### src/rtl/serial_sum_receiver.sv
// serial_sum_receiver: LSB-first bit-serial adder that deserializes A+B into a held,
// handshaked result with unsigned carry, signed overflow and a sticky framing error flag.
module serial_sum_receiver #(
    parameter int WIDTH = 16
) (
    input  logic             clk,
    input  logic             reset,
    input  logic             bit_valid,
    input  logic             frame_start,
    input  logic             bit_a,
    input  logic             bit_b,
    input  logic             sum_ready,
    output logic [WIDTH-1:0] sum_out,
    output logic             cout,
    output logic             overflow,
    output logic             sum_valid,
    output logic             busy,
    output logic             frame_err
);
    localparam int CW = $clog2(WIDTH) + 1;
    localparam logic [1:0] IDLE = 2'd0, RECV = 2'd1, DONE = 2'd2;
    localparam logic [CW-1:0] LAST = CW'(WIDTH - 1);
    logic [1:0] state, state_nxt;
    logic [CW-1:0] cnt;
    logic [WIDTH-1:0] base;
    logic carry, first, take, last, err, c_in, s_bit, c_nxt;
    // A frame start is honoured anywhere except a DONE whose result is not being accepted
    always_comb begin
        first = bit_valid && frame_start && (state != DONE || sum_ready);
        take = first || (bit_valid && state == RECV);
        last = take && !first && cnt == LAST;
        err = bit_valid && (state == IDLE ? !frame_start :
                            state == RECV ? frame_start : !(sum_ready && frame_start));
        c_in = first ? 1'b0 : carry;
        s_bit = bit_a ^ bit_b ^ c_in;
        c_nxt = (bit_a & bit_b) | (c_in & (bit_a ^ bit_b));
        base = first ? '0 : sum_out;
        state_nxt = last ? DONE : first ? RECV : (state == DONE && sum_ready) ? IDLE : state;
    end
    assign busy = state == RECV;
    always_ff @(posedge clk) begin
        if (reset) begin
            state <= IDLE;
            cnt <= '0;
            carry <= 1'b0;
            sum_out <= '0;
            cout <= 1'b0;
            overflow <= 1'b0;
            sum_valid <= 1'b0;
            frame_err <= 1'b0;
        end else begin
            state <= state_nxt;
            if (err)
                frame_err <= 1'b1;
            if (take) begin
                carry <= c_nxt;
                sum_out <= {s_bit, base[WIDTH-1:1]};
                cnt <= first ? CW'(1) : cnt + CW'(1);
            end
            if (last) begin
                cout <= c_nxt;
                overflow <= c_in ^ c_nxt;
                sum_valid <= 1'b1;
            end else if (state == DONE && sum_ready) begin
                sum_valid <= 1'b0;
            end
        end
    end
endmodule
### config.mk
export PLATFORM = sky130hd
export DESIGN_NAME = serial_sum_receiver
export DESIGN_NICKNAME = d
export VERILOG_FILES = /design/src/rtl/serial_sum_receiver.sv
export SDC_FILE = /design/constraint.sdc
export NUM_CORES = 1
export LEC_CHECK = 0
export CAP_MARGIN = 30
export CORE_MARGIN = 2
export CORE_UTILIZATION = 52
export DETAILED_ROUTE_END_ITERATION = 7
export GPL_TIMING_DRIVEN = 0
export HOLD_SLACK_MARGIN = 0.15
export PLACE_DENSITY = 0.86
export SYNTH_ARGS = -nofsm -noshare
export SYNTH_HDL_FRONTEND = slang
export SYNTH_SLANG_ARGS = --single-unit
### constraint.sdc
create_clock -name clk -period 5.7 [get_ports clk]
set_input_delay 1.14 -clock clk [delete_from_list [all_inputs] [get_ports clk]]
set_output_delay 1.14 -clock clk [all_outputs]
set_load 0.005 [all_outputs]
## Yosys cells after proc, flatten, opt, wreduce, memory -nomap -nowiden

Cells that the tools add are included.

- Output and inout bits: 21
- Logic and storage cells: 48
- Input port bits: 7
- Register bits: 28

- Bitwise gates (word level): 6
- Mux-type cells: 10
- Equal/unequal tests: 4
- Reductions and logical operators: 18
- Add/subtract/negate cells: 1

Operators by type and width:

| cell | count |
|---|---|
| 2-to-1 mux 16 bit | 1 |
| logical AND 1 bit | 8 |
| 2-to-1 mux 2 bit | 3 |
| adder 5 x 1 -> 5 bit, second input constant | 1 |
| equality test 5 x 4 -> 1 bit, second input constant | 1 |
| 2-to-1 mux 1 bit | 5 |
| 2-to-1 mux 5 bit | 1 |
| nonzero test 2 bit | 2 |
| logical NOT 1 bit | 3 |
| nonzero test 3 bit | 1 |
| bitwise XOR 1 bit | 3 |
| AND 1 bit | 2 |
| equality test 2 x 1 -> 1 bit, second input constant | 1 |
| equality test 2 bit, second input constant | 1 |
| logical NOT 2 bit | 1 |
| logical OR 1 bit | 2 |
| inequality test 2 bit, second input constant | 1 |
| OR reduction 2 bit | 1 |
| OR 1 bit | 1 |

## Longest topological paths before layout

- Depth after elaboration: 7
- Gate-level depth with buffers: 7
- Gate-level depth less buffers: 6

## Least setup slack after synthesis

No wires, ideal clock.

- Kind: in2reg
- From: input port sum_ready
- To: register overflow
- Library setup time: 0.122 ns
- Data arrival time: 2.484 ns
- Setup slack: 3.094 ns
- Cell stages on the path: 6
- Buffers on the path: 0
- Data required time: 5.578 ns
- Cells stage by stage: nor3b_1 > o21ai_0 > fa_1 > and3b_1 > o2111a_1 > a221o_1

- Longest elaborated chain between the ends: 6
- Elaborated cells on any way between the ends: 10
- Classes of those cells: mux: 1; bitwise: 3; reduce/logical: 6

RTL lines:

| what | line | source |
|---|---|---|
| from (decl) | 12 | `input logic sum_ready,` |
| logical OR 1 bit * | 29 | `first = bit_valid && frame_start && (state != DONE \|\| sum_ready);` |
| logical AND 1 bit * | 29 |  |
| 2-to-1 mux 1 bit | 34 | `c_in = first ? 1'b0 : carry;` |
| AND 1 bit | 36 | `c_nxt = (bit_a & bit_b) \| (c_in & (bit_a ^ bit_b));` |
| OR 1 bit | 36 |  |
| bitwise XOR 1 bit | 62 | `overflow <= c_in ^ c_nxt;` |
| to (signal assigned) | 62 |  |
| to (decl) | 15 | `output logic overflow,` |

Every way passes the cells marked *; elsewhere a longest branch is shown, timed or not.
A chain may end at the register's enable or synchronous reset.

## Final worst setup path

Ends and elaborated chain as after synthesis.

==> impl_metrics.toml <==
[power_and_ir_drop]
power_w = 0.000361
powerDensity_nw_per_um2 = 233
p_leak_nw = 0.572
ir_drop_mv = 0.164

[sta]
hold_violations = 0
rsz0062_at_grt = "no"
min_period_ps = 3010
fmax_mhz = 332
finalCritPeriodShare_pct = 52.9
setup_violations = 0
tightest_slew_ps = 503
slew_headroom_pct = 66.5
fin_tns_setup_ps = 0
finalClockSkew_ps = 7.49
maxSlewViolCount = 0

[placed_design]
hpwl_mm = 1.84
gp_congestion = 0.766
io_buffers = 26
place_area_um2 = 1500

[finish]
mostFrequentLayoutCell = "dfxtp_1"
syn2layout_area_growth_pct = 28.9
final_nets = 170
final_cell_mix = "dfxtp_1 (28), clkdlybuf4s50_1 (26), nand2_1 (16)"
layout-drive-gt1-share_pct = 10.1
final_area_um2 = 1550
nFillCells = 173
diodes = 0

[synthesis]
synth_xor_area_share_pct = 0.728
synthMuxAreaShare_pct = 1.77
ys_types = 42
syn_inst = 129
synth_simple_gate_area_share_pct = 17.1
syn-num-nets = 139
synth_fa_ha_area_share_pct = 3.75
async_reset_ff_share_pct = 0
ys_seq_area_share_pct = 46.6
synth_top_family_by_area = "compound AO/OA/AOI/OAI gates"
yosys_warnings = 0
synth_compound_gate_area_share_pct = 22.3
synth.avg_cell_area_um2 = 9.32
ys_ff_latch = 28
synthFlopType = "dfxtp_1"
synth_edf_count = 0
synth_area_um2 = 1200

[clock_tree]
clk_pin_slew_ps = 140
cts.sinks = 28
hold_buffers = 0
h-tree-depth = 1
cts_tree = "done"
cts_made_buffers = 3
cts_resized = 0
cts_root_buffer = "clkbuf_4"
cts_setup_buffers = 0
clockBufferDepth = 2
clock_latency_ps = 330

[setup_path]
setup.worst_path.start_class = "primary input"
slowest_stage = "clkdlybuf4s50_1"
path_class = "primary input to flop"
slowest_delay_ps = 510
timing.critical_path.buf_inv = 1
cp_data_arrival_time_ps = 3240
cp_top_family = "compound AO/OA/AOI/OAI gates"
r2r_cells = 7
crit_path_end_kind = "flop"
r2r_slack_ps = 3540
r2r_start = "state[0]$_SDFFE_PP0P_"
worstPathMaxFanout = 6
crit_chain = "clkdlybuf4s50_1, nor3b_1, o21ai_0, fa_1, and3b_1, o2111a_1, a221o_1"
crit_required_ps = 5930
r2r_end = "overflow$_SDFFE_PP0P_"

[grt]
grt_max_degree = 17
antenna_found_initial = 0
grt.overflow.total = 0
grt_pass1_wl_mm = 4.42
grt_pass1_vias = 1046
grt_util_all_layers_pct = 21.8

[floorplanning]
rows = 17
start_util_pct = 54.9
die-area_um2 = 2710
design.core.area_um2 = 2190
io_pins = 28
dieHeight_um = 52.1
fp.dieW_um = 52.1

[status]
run_status = "finished, final reports clean"

[routing]
ant_nets = 0
drtPass1Iterations = 4
dr.first_iter.drc_count = 16
via_per_inst = 5.65
drcViolationCount = 0
wl_per_cell_um = 13.7
wirelength_mm = 2.56
num_vias = 1057

[hold_path]
hold_class = "flop to flop"
min_path_cells = 2
worstHoldStart = "frame_err$_SDFFE_PP0P_"
holdPathEnd = "frame_err$_SDFFE_PP0P_"

[job]
maxCapViolations = 0
[worst min-delay path: cells and delay by family, from the launching register on]
| kind | cells | cell delay, ps |
|---|---|---|
| flops | 1 | 330 |
| compound gates | 1 | 50 |
| buf+inv | 1 | 50 |
[kinds of logic after synthesis]
kind of cell,after synthesis
buf+inv,17
fa+ha+maj,3
mux,2
compound gates,41
simple gates,37
xor+xnor,1
flops,28
[report_power, final]
| group | internal (W) | total, W | switching, W | leakage, nW |
|---|---|---|---|---|
| clock | 0.0000711 | 0.000129 | 0.0000580 | 0.0279 |
| sequential | 0.000198 | 0.000200 | 0.00000152 | 0.226 |
| combinational | 0.0000151 | 0.0000322 | 0.0000170 | 0.317 |
[how the worst max path moves through the flow]
| stage | startpoint | end | slack [ps] | cells past startpoint |
|---|---|---|---|---|
| after global routing | sum_ready | overflow$_SDFFE_PP0P_ | 2630 | 7 |
| after floorplan | sum_ready | overflow$_SDFFE_PP0P_ | 3090 | 6 |
| final | sum_ready | overflow$_SDFFE_PP0P_ | 2690 | 7 |
| after detailed placement | sum_ready | overflow$_SDFFE_PP0P_ | 2390 | 7 |
| after global placement | sum_ready | overflow$_SDFFE_PP0P_ | 2410 | 7 |
| after CTS | sum_ready | overflow$_SDFFE_PP0P_ | 2750 | 7 |
[stage by stage]
step / hold WS [ps] / utilization [%] / instances / worst slack (ps)
floorplan: 442 / - / 129 / 3090
global route: 484 / 70.8 / 187 / 2630
global placement: 434 / 68.4 / 183 / 2410
finish: 457 / 70.8 / 187 / 2690
CTS: 466 / 70.8 / 187 / 2750
detailed placement: 447 / 68.4 / 183 / 2390
[routing by layer]
metal	GRT usage (%)	up-vias	routed length [um]
li1	-	526	-
met4	9.65	0	35
met1	26.9	503	1170
met5	0	-	0
met2	35.9	24	1230
met3	5.17	4	125
[synth_stat cells (2+ instances only)]
cell	count	area, um^2
dfxtp_1	28	561
o22ai_1	14	87.6
nand2b_1	3	18.8
nand3b_1	2	15.0
o21ai_0	6	30.0
clkbuf_1	2	7.51
nand2_1	16	60.1
a21oi_1	9	45.0
and3_1	2	12.5
ha_1	2	25.0
nor2_1	2	7.51
inv_1	7	26.3
buf_4	2	15.0
nor2b_1	2	12.5
buf_2	4	20.0
o21a_1	2	15.0
[registers in the layout (all words and copies together), names as in the netlist]
| name | count |
|---|---|
| sum_out | 16 |
| cnt | 5 |
| state | 2 |
| carry | 1 |
| cout | 1 |
| frame_err | 1 |
| overflow | 1 |
| sum_valid | 1 |
[cell type report]
type	count	area [um^2]	share of cell area [%]
sequential	28	561	36.2
clock inverter	1	30.0	1.94
clock buffer	3	22.5	1.45
timing repair buffer	26	260	16.8
buffer	10	67.6	4.36
multi-input combinational	84	548	35.4
tap	28	35.0	2.26
inverter	7	26.3	1.69
(Power assumes the default switching activity.)
==> patch 1 (same flow settings) <==
Change the parameter `WIDTH` from 16 to 8.
--- a/src/rtl/serial_sum_receiver.sv
+++ b/src/rtl/serial_sum_receiver.sv
@@ -1,7 +1,7 @@
 // serial_sum_receiver: LSB-first bit-serial adder that deserializes A+B into a held,
 // handshaked result with unsigned carry, signed overflow and a sticky framing error flag.
 module serial_sum_receiver #(
-    parameter int WIDTH = 16
+    parameter int WIDTH = 8
 ) (
     input  logic             clk,
     input  logic             reset,
Interface: changed (resized sum_out); port bits go from 28 to 20. The function was not compared with the original's and may differ.
==> patch 1 against the unedited design <==
Total power fell by 35%; die area is 25% lower; sequential share of layout area down 2.1 points; synthesized area decreased by 27%; design area shrank 28%; clock skew decreased by 0.0054 ns; wire length decreased by 35%; sequential cell count fell by 9; cell count is 29% lower; maximum frequency grew 14%; worst setup slack improved by 0.38 ns; global-route usage fell by 3.7 points; synthesized cell count is 28% lower; critical endpoint unchanged; largest power group unchanged.
==> patch 1: results (changes against the unedited design) <==
INFO  metric area.share.sequential = 0.340 (-0.0212)
INFO  metric met3_wirelength = 86 um (-31%)
INFO  metric registers_with_the_most_flip_flops = sum_out x8, cnt x4, state x2
INFO  metric detailroute.via_count = 724 (-32%)
INFO  metric timing.max_slew.rel_slack = 0.646 (-0.0193)
INFO  metric power.static_leakage = 0.424 nW (-26%)
INFO  metric power.share.sequential = 0.582 (+0.028)
INFO  metric layout.buffer.nonclock.area_share = 0.224 (+0.0125)
INFO  metric syn_area_per_cell = 9.46 um2 (+1.5%)
INFO  metric post-place-ws = 2.75 ns (+0.356 ns)
INFO  metric post_synthesis_register_bit_count = 19 (-32%)
INFO  metric fin_total_pwr = 0.236 mW (-35%)
INFO  metric run_status = complete, no violations
INFO  metric vdd_drop_max = 141 uV (-14%)
INFO  metric port-buffer-count = 19 (-27%)
INFO  metric grtUsageMet2 = 0.306 (-0.0529)
INFO  metric worst_path_dominant_cell_family = buffers and inverters
INFO  metric wirelength_met1 = 813 um (-30%)
INFO  metric grt_first_pass_wirelength = 2750 um (-38%)
INFO  metric multi_input_logic_area = 424 um2 (-23%)
INFO  metric post_synth_most_frequent_cells = dfxtp_1 (19), nor2_1 (17), a22oi_1 (8)
INFO  metric layoutNonFillerInstCount = 132 (-29%)
INFO  metric insertion_delay = 0.29 ns (-0.04 ns)
INFO  metric global_route.usage.met3 = 0.0280 (-0.0237)
INFO  metric inverters = 4 (-3)
INFO  metric reg_to_reg_critical_path_startpoint = state[1]
INFO  metric totalWireLength = 1660 um (-35%)
INFO  metric drive_above_1_share = 0.147 (+0.0459)
INFO  metric grt_use_total = 0.181 (-0.0371)
INFO  metric critPathArrivalTime = 2.82 ns (-0.42 ns)
INFO  metric detailedRoute.firstPassIterationCount = 5 (+1)
INFO  metric first_global_vias = 661 (-37%)
INFO  metric first_iter_violations = 20 (+4)
INFO  metric grtUsageMet1 = 0.229 (-0.0392)
INFO  metric worst_clock_skew = 0.00206 ns (-0.00543 ns)
INFO  metric gpl.final_weighted_congestion = 0.771 (+0.71%)
INFO  metric clock_tree_area_fraction = 0.0246 (-0.00926)
## patch 1: worst min path at each step
stage	start	end	slack, ns	cells past startpoint
floorplan	frame_err	frame_err	0.44	2
global placement	frame_err	frame_err	0.43	2
detailed placement	frame_err	frame_err	0.44	2
CTS	frame_err	frame_err	0.45	2
global route	frame_err	frame_err	0.49	2
finish	frame_err	frame_err	0.46	2
## patch 1: stage by stage
stage	instance area (um2)	utilization	hold WS (ns)
floorplan	880	-	0.442
global placement	1090	0.707	0.432
detailed placement	1090	0.707	0.435
CTS	1120	0.725	0.451
global route	1120	0.725	0.494
finish	1120	0.725	0.457
## patch 1: kinds of logic (layout without fill, tap and decap cells)
| group | after synthesis | in the layout | share of synthesized area |
|---|---|---|---|
| buf+inv | 11 | 34 | 0.0853 |
| xor+xnor | 3 | 3 | 0.0299 |
| compound gates | 25 | 25 | 0.213 |
| simple gates | 32 | 32 | 0.189 |
| flops | 19 | 19 | 0.432 |
| fa+ha+maj | 2 | 2 | 0.0370 |
| mux | 1 | 1 | 0.0128 |
==> patch 2 (config.mk and constraints unchanged) <==
Without the edit above. One comparison of `cnt` changes from == to >=.
--- a/src/rtl/serial_sum_receiver.sv
+++ b/src/rtl/serial_sum_receiver.sv
@@ -28,7 +28,7 @@
     always_comb begin
         first = bit_valid && frame_start && (state != DONE || sum_ready);
         take = first || (bit_valid && state == RECV);
-        last = take && !first && cnt == LAST;
+        last = take && !first && cnt >= LAST;
         err = bit_valid && (state == IDLE ? !frame_start :
                             state == RECV ? frame_start : !(sum_ready && frame_start));
         c_in = first ? 1'b0 : carry;
Formal check against the unedited RTL: same outputs for any inputs over 10 cycles, from zero or initial values and one cycle with reset high; that may be too few to reach the edited logic, so the function may still have changed.
==> patch 2 against the unedited design <==
Via count fell by 5.1%; worst setup slack better by 0.39 ns; critical endpoint is now sum_out[15]; wire length fell by 6.1%; clock power shrank 26%; first-iteration DRC count increased by 94%; sequential cell count is the same; non-clock buffer count is the same; synthesized area fell by 2.1%; design area is 2.0% lower; total power fell by 8.5%; register-to-register slack improved by 0.46 ns; core utilization decreased by 0.75 points.
==> patch 2: results (changes against the unedited design) <==
INFO  metric power.static_leakage = 0.540 nW (-5.6%)
INFO  metric seq_area_frac_synth = 0.476 (+0.00991)
INFO  metric grt_max_degree = 16 (-1)
INFO  metric avgRoutedWirePerCell = 13.0 um (-5.1%)
INFO  metric vdd_drop_max = 206 uV (+26%)
INFO  metric grt_use_total = 0.200 (-0.0184)
INFO  metric drive_above_1_share = 0.0892 (-0.0115)
INFO  metric clock_tree_area_fraction = 0.0239 (-0.0100)
INFO  metric power.combinational.total = 0.0340 mW (+6%)
INFO  metric first_global_vias = 921 (-12%)
INFO  metric synth_top_cells_by_area = dfxtp_1 (48%), a22oi_1 (10%), nor2_1 (8.3%)
INFO  metric post_dp_cell_area = 1480 um2 (-1.0%)
INFO  metric syn_to_final_growth = 29.0% (about the same)
INFO  metric layout.filler_cells = 181 (+4.6%)
INFO  metric yosys.cell_types.count = 32 (-24%)
INFO  metric port-buffer-count = 27 (+3.8%)
INFO  metric gpl.final_weighted_congestion = 0.741 (-3.2%)
INFO  metric hold_slack = 0.464 ns (+0.00709 ns)
INFO  metric die-width = 51.6 um (-0.96%)
INFO  metric grt_first_pass_wirelength = 4020 um (-9.2%)
INFO  metric timing.critical_path.slowest_cell_delay = 0.57 ns (+0.06 ns)
INFO  metric via_per_inst = 5.42 (-4.1%)
INFO  metric internal-power = 0.255 mW (-11%)
INFO  metric layout.buffer.nonclock.area_share = 0.216 (+0.00435)
INFO  metric power_density = 218 nW/um2 (-6.6%)
INFO  metric critPathArrivalTime = 2.88 ns (-0.36 ns)
INFO  metric dpl.cell_count = 181 (-1.1%)
INFO  metric worst_path_dominant_cell_family = buffers and inverters
INFO  metric run_status = complete, no violations
INFO  metric mappedNetlistNets = 136 (-2.2%)
INFO  metric timing.max_slew.rel_slack = 0.696 (+0.0311)
INFO  metric final_period_minus_worst_setup_slack = 2.63 ns (-0.388 ns)
INFO  metric post_synth_most_frequent_cells = dfxtp_1 (28), nor2_1 (26), a22oi_1 (16)
INFO  metric syn_area_per_cell = 9.34 um2 (+0.25%)
INFO  metric first_iter_violations = 31 (+15)
INFO  metric multi_input_gate_share_of_total_cell_area = 0.356 (+0.00234)
==> patch 2: changes by cell type after synthesis, sizes merged, moves of 2 or more <==
cell    delta
a211oi     +2
nor2      +24
o22ai     -13
a22oi     +16
nand2     -14
inv        -2
o21ai      -3
o21a       -2
a21o       +2
a21oi      -2
==> patch 2: cells by family after synthesis <==
logic type,share of synthesized area
adder cells (fa/ha/maj),0.0383
buffers and inverters,0.0648
XOR/XNOR,0.0149
AND/OR/NAND/NOR,0.166
flip-flops,0.476
multiplexers,0.00956
AO/OA/AOI/OAI,0.231
==> patch 2: layer usage <==
layer / global-route usage / share of wire
met2: 0.353 / 0.49
met4: 0.0921 / 0.017
met5: 0 / 0
met1: 0.234 / 0.45
met3: 0.0345 / 0.049
==> patch 2: worst paths after layout <==
| kind | startpoint | endpoint | cells past startpoint |
|---|---|---|---|
| worst min-delay path | frame_err | frame_err | 2 |
| worst max-delay path | frame_start | sum_out[15] | 5 |
| worst min register to register | frame_err | frame_err | 2 |
| worst max register to register | state[0] | overflow | 6 |
